**src/rtl/debounce_pkg.sv**
```systemverilog
// Shared types and constants for the push-button debouncer.
package debounce_pkg;

  typedef enum logic [1:0] {
    IDLE_LOW,
    CHK_HIGH,
    IDLE_HIGH,
    CHK_LOW
  } deb_state_t;

  // Sized for STABLE_SAMPLES up to 15.
  localparam int unsigned DEB_CNT_W = 4;

endpackage

```
**src/rtl/debounce_channel.sv**
```systemverilog
// One button channel: two-flop synchroniser, tick-driven debounce FSM and
// registered level / press / release outputs. Input is active-high (1 = pressed).
module debounce_channel
  import debounce_pkg::*;
#(
  parameter int unsigned STABLE_SAMPLES = 3
) (
  input  logic clk,
  input  logic reset,
  input  logic tick,
  input  logic raw_bit,
  output logic level,
  output logic press,
  output logic release_pulse
);

  localparam logic [DEB_CNT_W-1:0] Target = DEB_CNT_W'(STABLE_SAMPLES);

  logic sync1_q, sync1_d;
  logic in_sync_q, in_sync_d;
  deb_state_t state_q, state_d;
  logic [DEB_CNT_W-1:0] cnt_q, cnt_d;
  logic level_q, level_d;
  logic press_q, press_d;
  logic release_q, release_d;

  // Next-state: the FSM and counter only move on a sampling tick.
  always_comb begin
    sync1_d   = raw_bit;
    in_sync_d = sync1_q;
    state_d   = state_q;
    cnt_d     = cnt_q;
    if (tick) begin
      unique case (state_q)
        IDLE_LOW: begin
          if (in_sync_q) begin
            if (STABLE_SAMPLES == 1) begin
              state_d = IDLE_HIGH;
            end else begin
              state_d = CHK_HIGH;
              cnt_d   = DEB_CNT_W'(1);
            end
          end
        end
        CHK_HIGH: begin
          if (!in_sync_q) begin
            state_d = IDLE_LOW;
            cnt_d   = '0;
          end else if (cnt_q + DEB_CNT_W'(1) == Target) begin
            state_d = IDLE_HIGH;
            cnt_d   = '0;
          end else begin
            cnt_d = cnt_q + DEB_CNT_W'(1);
          end
        end
        IDLE_HIGH: begin
          if (!in_sync_q) begin
            if (STABLE_SAMPLES == 1) begin
              state_d = IDLE_LOW;
            end else begin
              state_d = CHK_LOW;
              cnt_d   = DEB_CNT_W'(1);
            end
          end
        end
        CHK_LOW: begin
          if (in_sync_q) begin
            state_d = IDLE_HIGH;
            cnt_d   = '0;
          end else if (cnt_q + DEB_CNT_W'(1) == Target) begin
            state_d = IDLE_LOW;
            cnt_d   = '0;
          end else begin
            cnt_d = cnt_q + DEB_CNT_W'(1);
          end
        end
        default: begin
          state_d = IDLE_LOW;
          cnt_d   = '0;
        end
      endcase
    end
    level_d   = (state_d == IDLE_HIGH) || (state_d == CHK_LOW);
    // Pulses fire only on an accepted edge of the debounced level, so a
    // rejected bounce returning to its idle state emits nothing.
    press_d   = (state_d == IDLE_HIGH) && !level_q;
    release_d = (state_d == IDLE_LOW) && level_q;
  end

  // State, synchroniser and output registers with synchronous reset.
  always_ff @(posedge clk) begin
    if (reset) begin
      sync1_q   <= 1'b0;
      in_sync_q <= 1'b0;
      state_q   <= IDLE_LOW;
      cnt_q     <= '0;
      level_q   <= 1'b0;
      press_q   <= 1'b0;
      release_q <= 1'b0;
    end else begin
      sync1_q   <= sync1_d;
      in_sync_q <= in_sync_d;
      state_q   <= state_d;
      cnt_q     <= cnt_d;
      level_q   <= level_d;
      press_q   <= press_d;
      release_q <= release_d;
    end
  end

  assign level         = level_q;
  assign press         = press_q;
  assign release_pulse = release_q;

endmodule

```
**src/rtl/button_debouncer.sv**
```systemverilog
// Multi-button debouncer: synchronises the slow divider square wave, turns its
// rising edges into one-cycle ticks and feeds one debounce channel per button.
module button_debouncer
  import debounce_pkg::*;
#(
  parameter int unsigned N_BUTTONS      = 4,
  parameter int unsigned STABLE_SAMPLES = 3,
  parameter bit          ACTIVE_LOW     = 1'b1
) (
  input  logic                 clk,
  input  logic                 reset,
  input  logic                 sample_clk,
  input  logic [N_BUTTONS-1:0] btn_raw,
  output logic [N_BUTTONS-1:0] btn_level,
  output logic [N_BUTTONS-1:0] btn_press,
  output logic [N_BUTTONS-1:0] btn_release
);

  logic samp_sync1_q, samp_sync1_d;
  logic samp_sync2_q, samp_sync2_d;
  logic samp_prev_q, samp_prev_d;
  logic tick;
  logic [N_BUTTONS-1:0] btn_pressed;

  // Internal polarity: 1 always means pressed.
  assign btn_pressed = btn_raw ^ {N_BUTTONS{ACTIVE_LOW}};

  // Synchroniser and edge-detect next-state for sample_clk.
  always_comb begin
    samp_sync1_d = sample_clk;
    samp_sync2_d = samp_sync1_q;
    samp_prev_d  = samp_sync2_q;
  end

  // sample_clk is treated purely as data in the clk domain.
  always_ff @(posedge clk) begin
    if (reset) begin
      samp_sync1_q <= 1'b0;
      samp_sync2_q <= 1'b0;
      samp_prev_q  <= 1'b0;
    end else begin
      samp_sync1_q <= samp_sync1_d;
      samp_sync2_q <= samp_sync2_d;
      samp_prev_q  <= samp_prev_d;
    end
  end

  assign tick = samp_sync2_q & ~samp_prev_q;

  for (genvar i = 0; i < int'(N_BUTTONS); i++) begin : g_chan
    debounce_channel #(
      .STABLE_SAMPLES(STABLE_SAMPLES)
    ) u_chan (
      .clk          (clk),
      .reset        (reset),
      .tick         (tick),
      .raw_bit      (btn_pressed[i]),
      .level        (btn_level[i]),
      .press        (btn_press[i]),
      .release_pulse(btn_release[i])
    );
  end

endmodule
```
**config.mk**
```make
export PLATFORM = sky130hd
export DESIGN_NAME = button_debouncer
export DESIGN_NICKNAME = d
export VERILOG_FILES = /design/src/rtl/debounce_pkg.sv /design/src/rtl/debounce_channel.sv /design/src/rtl/button_debouncer.sv
export SDC_FILE = /design/constraint.sdc
export NUM_CORES = 1
export LEC_CHECK = 0
export ABC_AREA = 1
export CAP_MARGIN = 20
export CORE_AREA = 3 3 72 74
export DETAILED_ROUTE_END_ITERATION = 10
export DIE_AREA = 0 0 75 77
export HOLD_SLACK_MARGIN = 0.06
export MAX_ROUTING_LAYER = met4
export PLACE_DENSITY_LB_ADDON = 0.25
export SYNTH_ARGS = -nofsm -noshare
export SYNTH_HDL_FRONTEND = slang
export SYNTH_SLANG_ARGS = --single-unit
```
**constraint.sdc**
```tcl
create_clock -name clk -period 1.2 [get_ports clk]
set_input_delay 0.18 -clock clk [delete_from_list [all_inputs] [get_ports clk]]
set_output_delay 0.18 -clock clk [all_outputs]
set_load 0.005 [all_outputs]
```
==> results.toml <==
[cts]
cts_tree = "built"
clock_path_buffers = 2
cts-root-buf = "clkbuf_8"
numCtsBuffers = 5
clk_latency_ns = 0.30
cts_hold_buf = 0
cts.sinks = 47
htreeDepth = 2
path_clk_slew_ns = 0.09

[timing]
rsz0062_at_grt = "true"
post-route-period-util_pct = 103
report.final.hold_viol_count = 0
tightest_slew_ns = 0.361
fin_crit_ns = 1.24
fmax_mhz = 807
setup_violations = 16
finClkSkew_ns = 0.00698
finalMaxSlewViolations = 0
relSlewSlack_pct = 75.7
fin_ws_ns = -0.0389

[detailed_routing]
dr.pass1.iters = 4
num_vias = 1898
ant_nets = 0
totalWireLength_um = 4290
wire_per_inst_um = 10.9
drt_first_iter_violations = 81
drc = 0
via_per_inst = 4.84

[global_route]
antenna_found_initial = 0
grt_max_degree = 30
grt_pass1_wl_um = 7290
track_usage_pct = 16.4
globalRouteOverflowTotal = 0
grt_pass1_vias = 1740

[synthesis]
ys_types = 20
synth-edff-count = 0
yosys_warnings = 0
ys_seq_elements = 47
synthCells = 308
syn-num-nets = 323
postSynth.asyncResetShare_pct = 0
syn_area_per_cell_sq_um = 7.46
ys_seq_area_share_pct = 40.9
synthFlopType = "dfxtp_1"
syn_area_sq_um = 2300

[finish]
layout_common_cells = "nand2_1 (46), inv_1 (35), dfxtp_1 (33), nor2_1 (28), nand2_2 (23)"
final_common_cell = "nand2_1"
antenna_cells = 0
area_delta_synth_final_pct = 27.2
fin_nets = 352
final_util_pct = 62.7
layout-drive-gt1-share_pct = 37.3
fillers = 409

[critical_path]
worstPathMaxFanout = 4
crit_buf_inv = 2
rr_worst_depth = 10
critPathLaunchType = "register"
path_cells = "ha_4 -> inv_2 -> nand2_2 -> nand2_2 -> nor2_4 -> nand3_2 -> nand2_1 -> nand2_2 -> inv_2 -> nor2_1"
required_ns = 1.40
worstSetupPathType = "reg -> reg"
crit_family = "simple AND/OR/NAND/NOR gates"
worstPathArrival_ns = 1.44
cp_slowest_cell = "dfxtp_4"
path_common_cell = "nand2_2"
endpoint_kind = "register"
max_stage_delay_ns = 0.38
crit_cells = 10

[placed_design]
hpwlAfterDp_um = 2930
io_buffers = 18
place.gp.congestion = 0.800

[power_and_ir_drop]
p_sw_share_pct = 22.0
p_sw_uw = 606
clockPowerShare_pct = 38.1
p_leak_uw = 0.00116
peakVddDrop_mv = 0.840
p_total_uw = 2750
power_frac_comb_pct = 4.8
powerDensity_nw_per_um2 = 942
intPower_uw = 2150
pwr-share-seq_pct = 57.1

[run]
cap_viol_max_count = 0

[outcome]
violations = "negative setup slack"
status = "finished, violations left"

[floorplanning]
dieHeight_um = 77
num_rows = 25
start_util_pct = 49.3
die_area_sq_um = 5780
coreArea_sq_um = 4660
io_pins = 19
die_w_um = 75

[worst_hold_path]
min_path_cells = 3
hold_path_class = "in -> reg"
flip-flops by register name (all words and copies together), names as in the netlist:
name	flops
g_chan.u_chan.cnt_q	16
g_chan.u_chan.in_sync_d	4
g_chan.u_chan.in_sync_q	4
g_chan.u_chan.level	4
g_chan.u_chan.press	4
g_chan.u_chan.release_pulse	4
g_chan.u_chan.state_q	8
samp_prev_d	1
samp_prev_q	1
samp_sync1_q	1
synth_stat cells (4+ instances only):
cell / count / share of area (%)
nand2_1: 57 / 9.3
dfxtp_1: 47 / 41
inv_1: 41 / 6.7
nor2_1: 34 / 5.6
nand3_1: 22 / 4.8
a21oi_1: 20 / 4.4
nand2_2: 14 / 3.8
buf_4: 12 / 3.9
ha_1: 8 / 4.4
nand4_1: 8 / 2.2
nor2_4: 8 / 3.9
inv_2: 7 / 1.1
nand3_2: 7 / 3.0
nor2_2: 7 / 1.9
clkbuf_1: 4 / 0.65
nand3b_1: 4 / 1.3
stage by stage:
step / TNS [ns] / hold WS, ns / instance area (sq um) / cells / setup slack [ns]
2_1_floorplan: 0 / 0.252 / 2310 / 308 / 0.00670
3_3_place_gp: -0.0568 / 0.390 / 2590 / 379 / -0.0207
3_5_place_dp: -0.444 / 0.395 / 2590 / 379 / -0.0576
4_1_cts: -0.378 / 0.387 / 2810 / 391 / -0.0651
5_1_grt: -2.89 / 0.387 / 2920 / 392 / -0.137
6_report: -0.231 / 0.392 / 2920 / 392 / -0.0389
routing by layer:
layer  vias to the layer above  part of all wire, %  track usage, %
met5                         -                    0               -
li1                       1003                    -               -
met4                         0                  1.7            5.87
met2                        32                   48            26.4
met1                       856                   46            19.3
met3                         7                  3.6            4.33
final timing paths:
check	to	startpoint	slack, ns
max	g_chan[0].u_chan.release_pulse	g_chan[0].u_chan.cnt_q[0]	-0.04
min	samp_sync1_q	sample_clk	0.39
max reg2reg	g_chan[0].u_chan.release_pulse	g_chan[0].u_chan.cnt_q[0]	-0.04
min reg2reg	g_chan[0].u_chan.in_sync_q	g_chan[0].u_chan.in_sync_d	0.41
final cells by class:
type                            count  area, sq um  share of cell area, %
Clock buffer                        7         96.3                   3.30
Clock inverter                      1         7.51                  0.257
Inverter                           52          198                   6.76
Multi-Input combinational cell    192         1220                   41.9
Sequential cell                    47          978                   33.5
Tap cell                           54         67.6                   2.31
Timing Repair Buffer               39          352                   12.0
repair_timing:
item,CTS,global route
endpoints found under the setup margin,29,36
buffers inserted,4,1
pin swaps,30,17
gates resized for setup,43,33
tightest hold or removal path: stages:
cell,delay [ns]
clkdlybuf4s50_1,0.39
inv_1,0.05
nor2_1,0.03
cell families after synthesis:
logic type	share of synthesized area [%]
AOI/OAI and AO/OA	4.36
and+or+nand+nor	35.8
adders and majority gates	4.36
buffers and inverters	13.4
xor gates and xnor gates	1.14
DFF	40.9
power by group through the flow:
stage	clock, uW	combinational (uW)	sequential [uW]
2_1_floorplan	0	65.1	1620
3_3_place_gp	0	122	1620
3_5_place_dp	0	122	1630
4_1_cts	1080	125	1590
5_1_grt	1150	146	1580
6_report	1050	132	1570
Note: power is estimated with default switching activity, not from simulation.
==> edit 1 (same settings) <==
Change the parameter `ACTIVE_LOW` from 1'b1 to 1'b0.
--- a/src/rtl/button_debouncer.sv
+++ b/src/rtl/button_debouncer.sv
@@ -6,5 +6,5 @@
   parameter int unsigned N_BUTTONS      = 4,
   parameter int unsigned STABLE_SAMPLES = 3,
-  parameter bit          ACTIVE_LOW     = 1'b1
+  parameter bit          ACTIVE_LOW     = 1'b0
 ) (
   input  logic                 clk,
Formal check against the unedited RTL: not equivalent (a bounded check fails within 10 cycles, from zero or initial values and one cycle with reset high).
==> edit 1 against the unedited design <==
- the flow still finishes with violations (setup timing)
- fmax is 5.7% lower
- final area is 7.7% higher
- sequential cell count is the same
- largest power group unchanged
- non-clock buffer count increased by 10
- synthesized area increased by 0.65%
- total power grew 6.2%
- setup slack got worse by 75 ps
- routed wire length up 5.0%
==> edit 1: results (changes against the unedited design) <==
[outcome]
outcome = finished, violations left  ; unchanged
violations = setup timing  ; unchanged

[power_and_ir_drop]
vdd_drop_max_mv = 0.6966  ; was 0.8396 mV
p_leak_nw = 1.264  ; was 1.158 nW

[route]
num_vias = 1944  ; was 1898
wl_met1_mm = 1.969  ; was 1.982 mm
wl_met2_mm = 2.304  ; was 2.078 mm
drt_iter0_drc = 101  ; was 81
wirelength_mm = 4.506  ; was 4.291 mm
wl_met3_um = 162  ; was 156 µm

[sta]
fin_ws_ps = -114.3  ; was -38.86 ps
finalSetupViolations = 18  ; was 16
holdWs_ps = 385.9  ; was 391.7 ps
worstMarginPinSlew_ps = 366.2  ; was 361.2 ps

[yosys]
syn-num-nets = 327  ; was 323
yosysSeqAreaShare_pct = 40.67  ; was 40.94%
synth_top_cells_by_area = dfxtp_1 (41%), nand2_1 (9.2%), inv_1 (7.3%)  ; was dfxtp_1 (41%), nand2_1 (9.3%), inv_1 (6.7%)

[worst_setup_path]
timing.reg2reg.setup_slack_ps = -110  ; was -40 ps
startpoint = samp_prev_d  ; was g_chan[0].u_chan.cnt_q[0]
r2r_cells = 8  ; was 10

[grt]
grt_pass1_wl_mm = 7.838  ; was 7.286 mm
gr-usage-met1_pct = 19.60  ; was 19.27%

[min_path]
min_to = g_chan[1].u_chan.in_sync_d  ; was samp_sync1_q
min_from = btn_raw[1]  ; was sample_clk

[layout]
final_layout_size_suffix_gt1_share_pct = 43.18  ; was 37.28%

[placed_design]
dpl-instance-area_um2 = 2633  ; was 2590 µm²
routabilityCongestion = 0.7863  ; was 0.8003

==> edit 1: cell count changes after synthesis, sizes merged <==
| cell | before | now |
|---|---|---|
| inv | 49 | 53 |
==> edit 1: final cells by class <==
| class | count | area (µm²) | area share [%] |
|---|---|---|---|
| clock inverters | 2 | 35.03 | 1.112 |
| clock buffers | 6 | 82.58 | 2.622 |
| flip-flops and latches | 47 | 979.7 | 31.11 |
| repair buffers | 49 | 457.9 | 14.54 |
| inverters | 56 | 219.0 | 6.953 |
| well taps | 54 | 67.56 | 2.145 |
| multi-input cells | 192 | 1308 | 41.52 |
==> edit 1: power by group <==
part	internal, mW	switching (mW)
clock	0.674	0.527
combinational	0.0726	0.0758
sequential	1.56	0.0116
==> edit 1: cell families (layout without fill, tap and decap cells) <==
family	count (synthesis)	after routing	synth area share, %
adders and majority gates	8	8	4.327
DFF	47	47	40.67
AOI/OAI and AO/OA	20	20	4.327
xor gates and xnor gates	3	3	1.136
and+or+nand+nor	161	161	35.59
buffers and inverters	73	113	13.95
==> edit 1: timing repair <==
action                                  in CTS  in global routing
resized for setup                           58                 47
buffers inserted                            11                  3
hold endpoints to repair                     0                  0
endpoints found under the setup margin      36                 36
pin swaps                                   37                 30
==> edit 1: worst max-delay path by stage <==
stage | to | slack, ps
detailed placement | g_chan[3].u_chan.release_pulse | -80
CTS | g_chan[3].u_chan.release_pulse | -60
floorplan | g_chan[3].u_chan.release_pulse | 7
global placement | g_chan[1].u_chan.release_pulse | -40
finish | g_chan[0].u_chan.release_pulse | -110
global route | g_chan[0].u_chan.release_pulse | -210
==> edit 1: worst max-delay path, stage by stage, from the launching register on <==
cell     delay [ps]
dfxtp_2         330
inv_2            40
nor2_4          210
nand2_2         130
inv_2           100
nand4_1         150
nand2_2         160
inv_2            40
nor2_2           90
==> edit 2 (same flow settings) <==
Made on the original files. Make the reset (`reset`) asynchronous in 2 clocked blocks. Comments in the files are not updated.
--- a/src/rtl/debounce_channel.sv
+++ b/src/rtl/debounce_channel.sv
@@ -89,5 +89,5 @@
 
   // State, synchroniser and output registers with synchronous reset.
-  always_ff @(posedge clk) begin
+  always_ff @(posedge clk or posedge reset) begin
     if (reset) begin
       sync1_q   <= 1'b0;
--- a/src/rtl/button_debouncer.sv
+++ b/src/rtl/button_debouncer.sv
@@ -34,5 +34,5 @@
 
   // sample_clk is treated purely as data in the clk domain.
-  always_ff @(posedge clk) begin
+  always_ff @(posedge clk or posedge reset) begin
     if (reset) begin
       samp_sync1_q <= 1'b0;
Check against the original RTL: differs if reset is asserted again (counterexample within 10 cycles, from zero or initial values and one cycle with reset high); with reset held inactive, the same outputs for 10 cycles.
==> edit 2 against the unedited design <==
- the flow still finishes with violations (setup timing)
- clock skew is essentially flat
- routed wire length grew 9.6%
- sequential share of layout area grew 2.3 points
- non-clock buffer count grew 18
- critical path depth shrank 2
- fmax shrank 14%
- sequential cell count is the same
- synthesized area grew 2.7%
- final area grew 13%
- setup slack lost 210 ps
- largest cell class unchanged
Power is not compared: it rests on default switching activity, and its combinational part moved more than twofold at a synthesized area within 25%.
==> edit 2: results (changes against the unedited design) <==
[layout]
nets = 329  ; was 352
fill_cells = 333  ; was 409
area_growth_pct = 39.48  ; was 27.16%
final_layout_size_suffix_gt1_share_pct = 46.03  ; was 37.28%

[route]
num_vias = 1837  ; was 1898
wirelength_mm = 4.702  ; was 4.291 mm
drt_iter0_drc = 61  ; was 81

[outcome]
outcome = finished, violations left  ; unchanged
violations = setup timing  ; unchanged

[sta]
fin_crit_sh_pct = 120.3  ; was 103.2%
finalSetupViolations = 36  ; was 16
skew_ps = 7.285  ; was 6.982 ps
tns_ps = -5179  ; was -231.0 ps
holdWs_ps = 283.9  ; was 391.7 ps
fin_ws_ps = -244.0  ; was -38.86 ps

[worst_setup_path]
cp_slowest_stage_delay_ps = 410  ; was 380 ps
r2r_cells = 8  ; was 10
cp_data_arrival_time_ps = 1640  ; was 1440 ps
crit_slowest_cell = dfrtp_1  ; was dfxtp_4

[yosys]
synthArstFlopShare_pct = 100.0  ; was 0%
yosysSeqAreaShare_pct = 49.81  ; was 40.94%
syn-num-nets = 277  ; was 323
synth_compound_area_share_pct = 7.366  ; was 4.355%
ys_types = 26  ; was 20
synth_top_cells_by_area = dfrtp_1 (50%), nand2_1 (9.4%), inv_1 (8.1%)  ; was dfxtp_1 (41%), nand2_1 (9.3%), inv_1 (6.7%)
synthAdderAreaFrac_pct = 4.240  ; was 4.355%
synth_xor_area_share_pct = 1.484  ; was 1.143%

[clock_network]
post_cts_buffers = 13  ; was 4
post_cts_resized = 75  ; was 43

[placed_design]
dpl-instance-area_um2 = 2731  ; was 2590 µm²
place_hpwl_mm = 2.927  ; about the same
place_ws_ps = -182.6  ; was -57.61 ps
place_inst = 345  ; was 379

[grt]
grt_pass1_vias = 1864  ; was 1740

[edit 2: cell types whose count changed after synthesis, moves of 11 or more]
cell / before / now
a21oi_1: 20 / 1
dfxtp_1: 47 / 0
nand2_2: 14 / 3
dfrtp_1: 0 / 47
o21ai_0: 0 / 15
nor2_1: 34 / 10
[edit 2: layout make-up]
type	instances	area share, %
inverter	53	6.459
clock buffer	6	2.204
clock inverter	2	0.3799
tap	54	2.052
multi-input combinational	150	37.01
sequential	47	35.79
timing repair buffer	57	16.11
[edit 2: per-layer routing]
layer  global-route usage (%)  share of wire (%)  vias to the layer above
li1                         -                  -                      908
met1                    21.95                 43                      905
met2                    29.18                 55                       20
met3                    3.801                2.1                        4
met4                    5.516               0.72                        0
met5                        -                  0                        -
[edit 2: logic make-up (layout without fill, tap and decap cells)]
logic type,after synthesis,after routing
xor gates and xnor gates,4,4
buffers and inverters,65,118
adders and majority gates,8,8
DFF,47,47
and+or+nand+nor,110,110
AOI/OAI and AO/OA,28,28
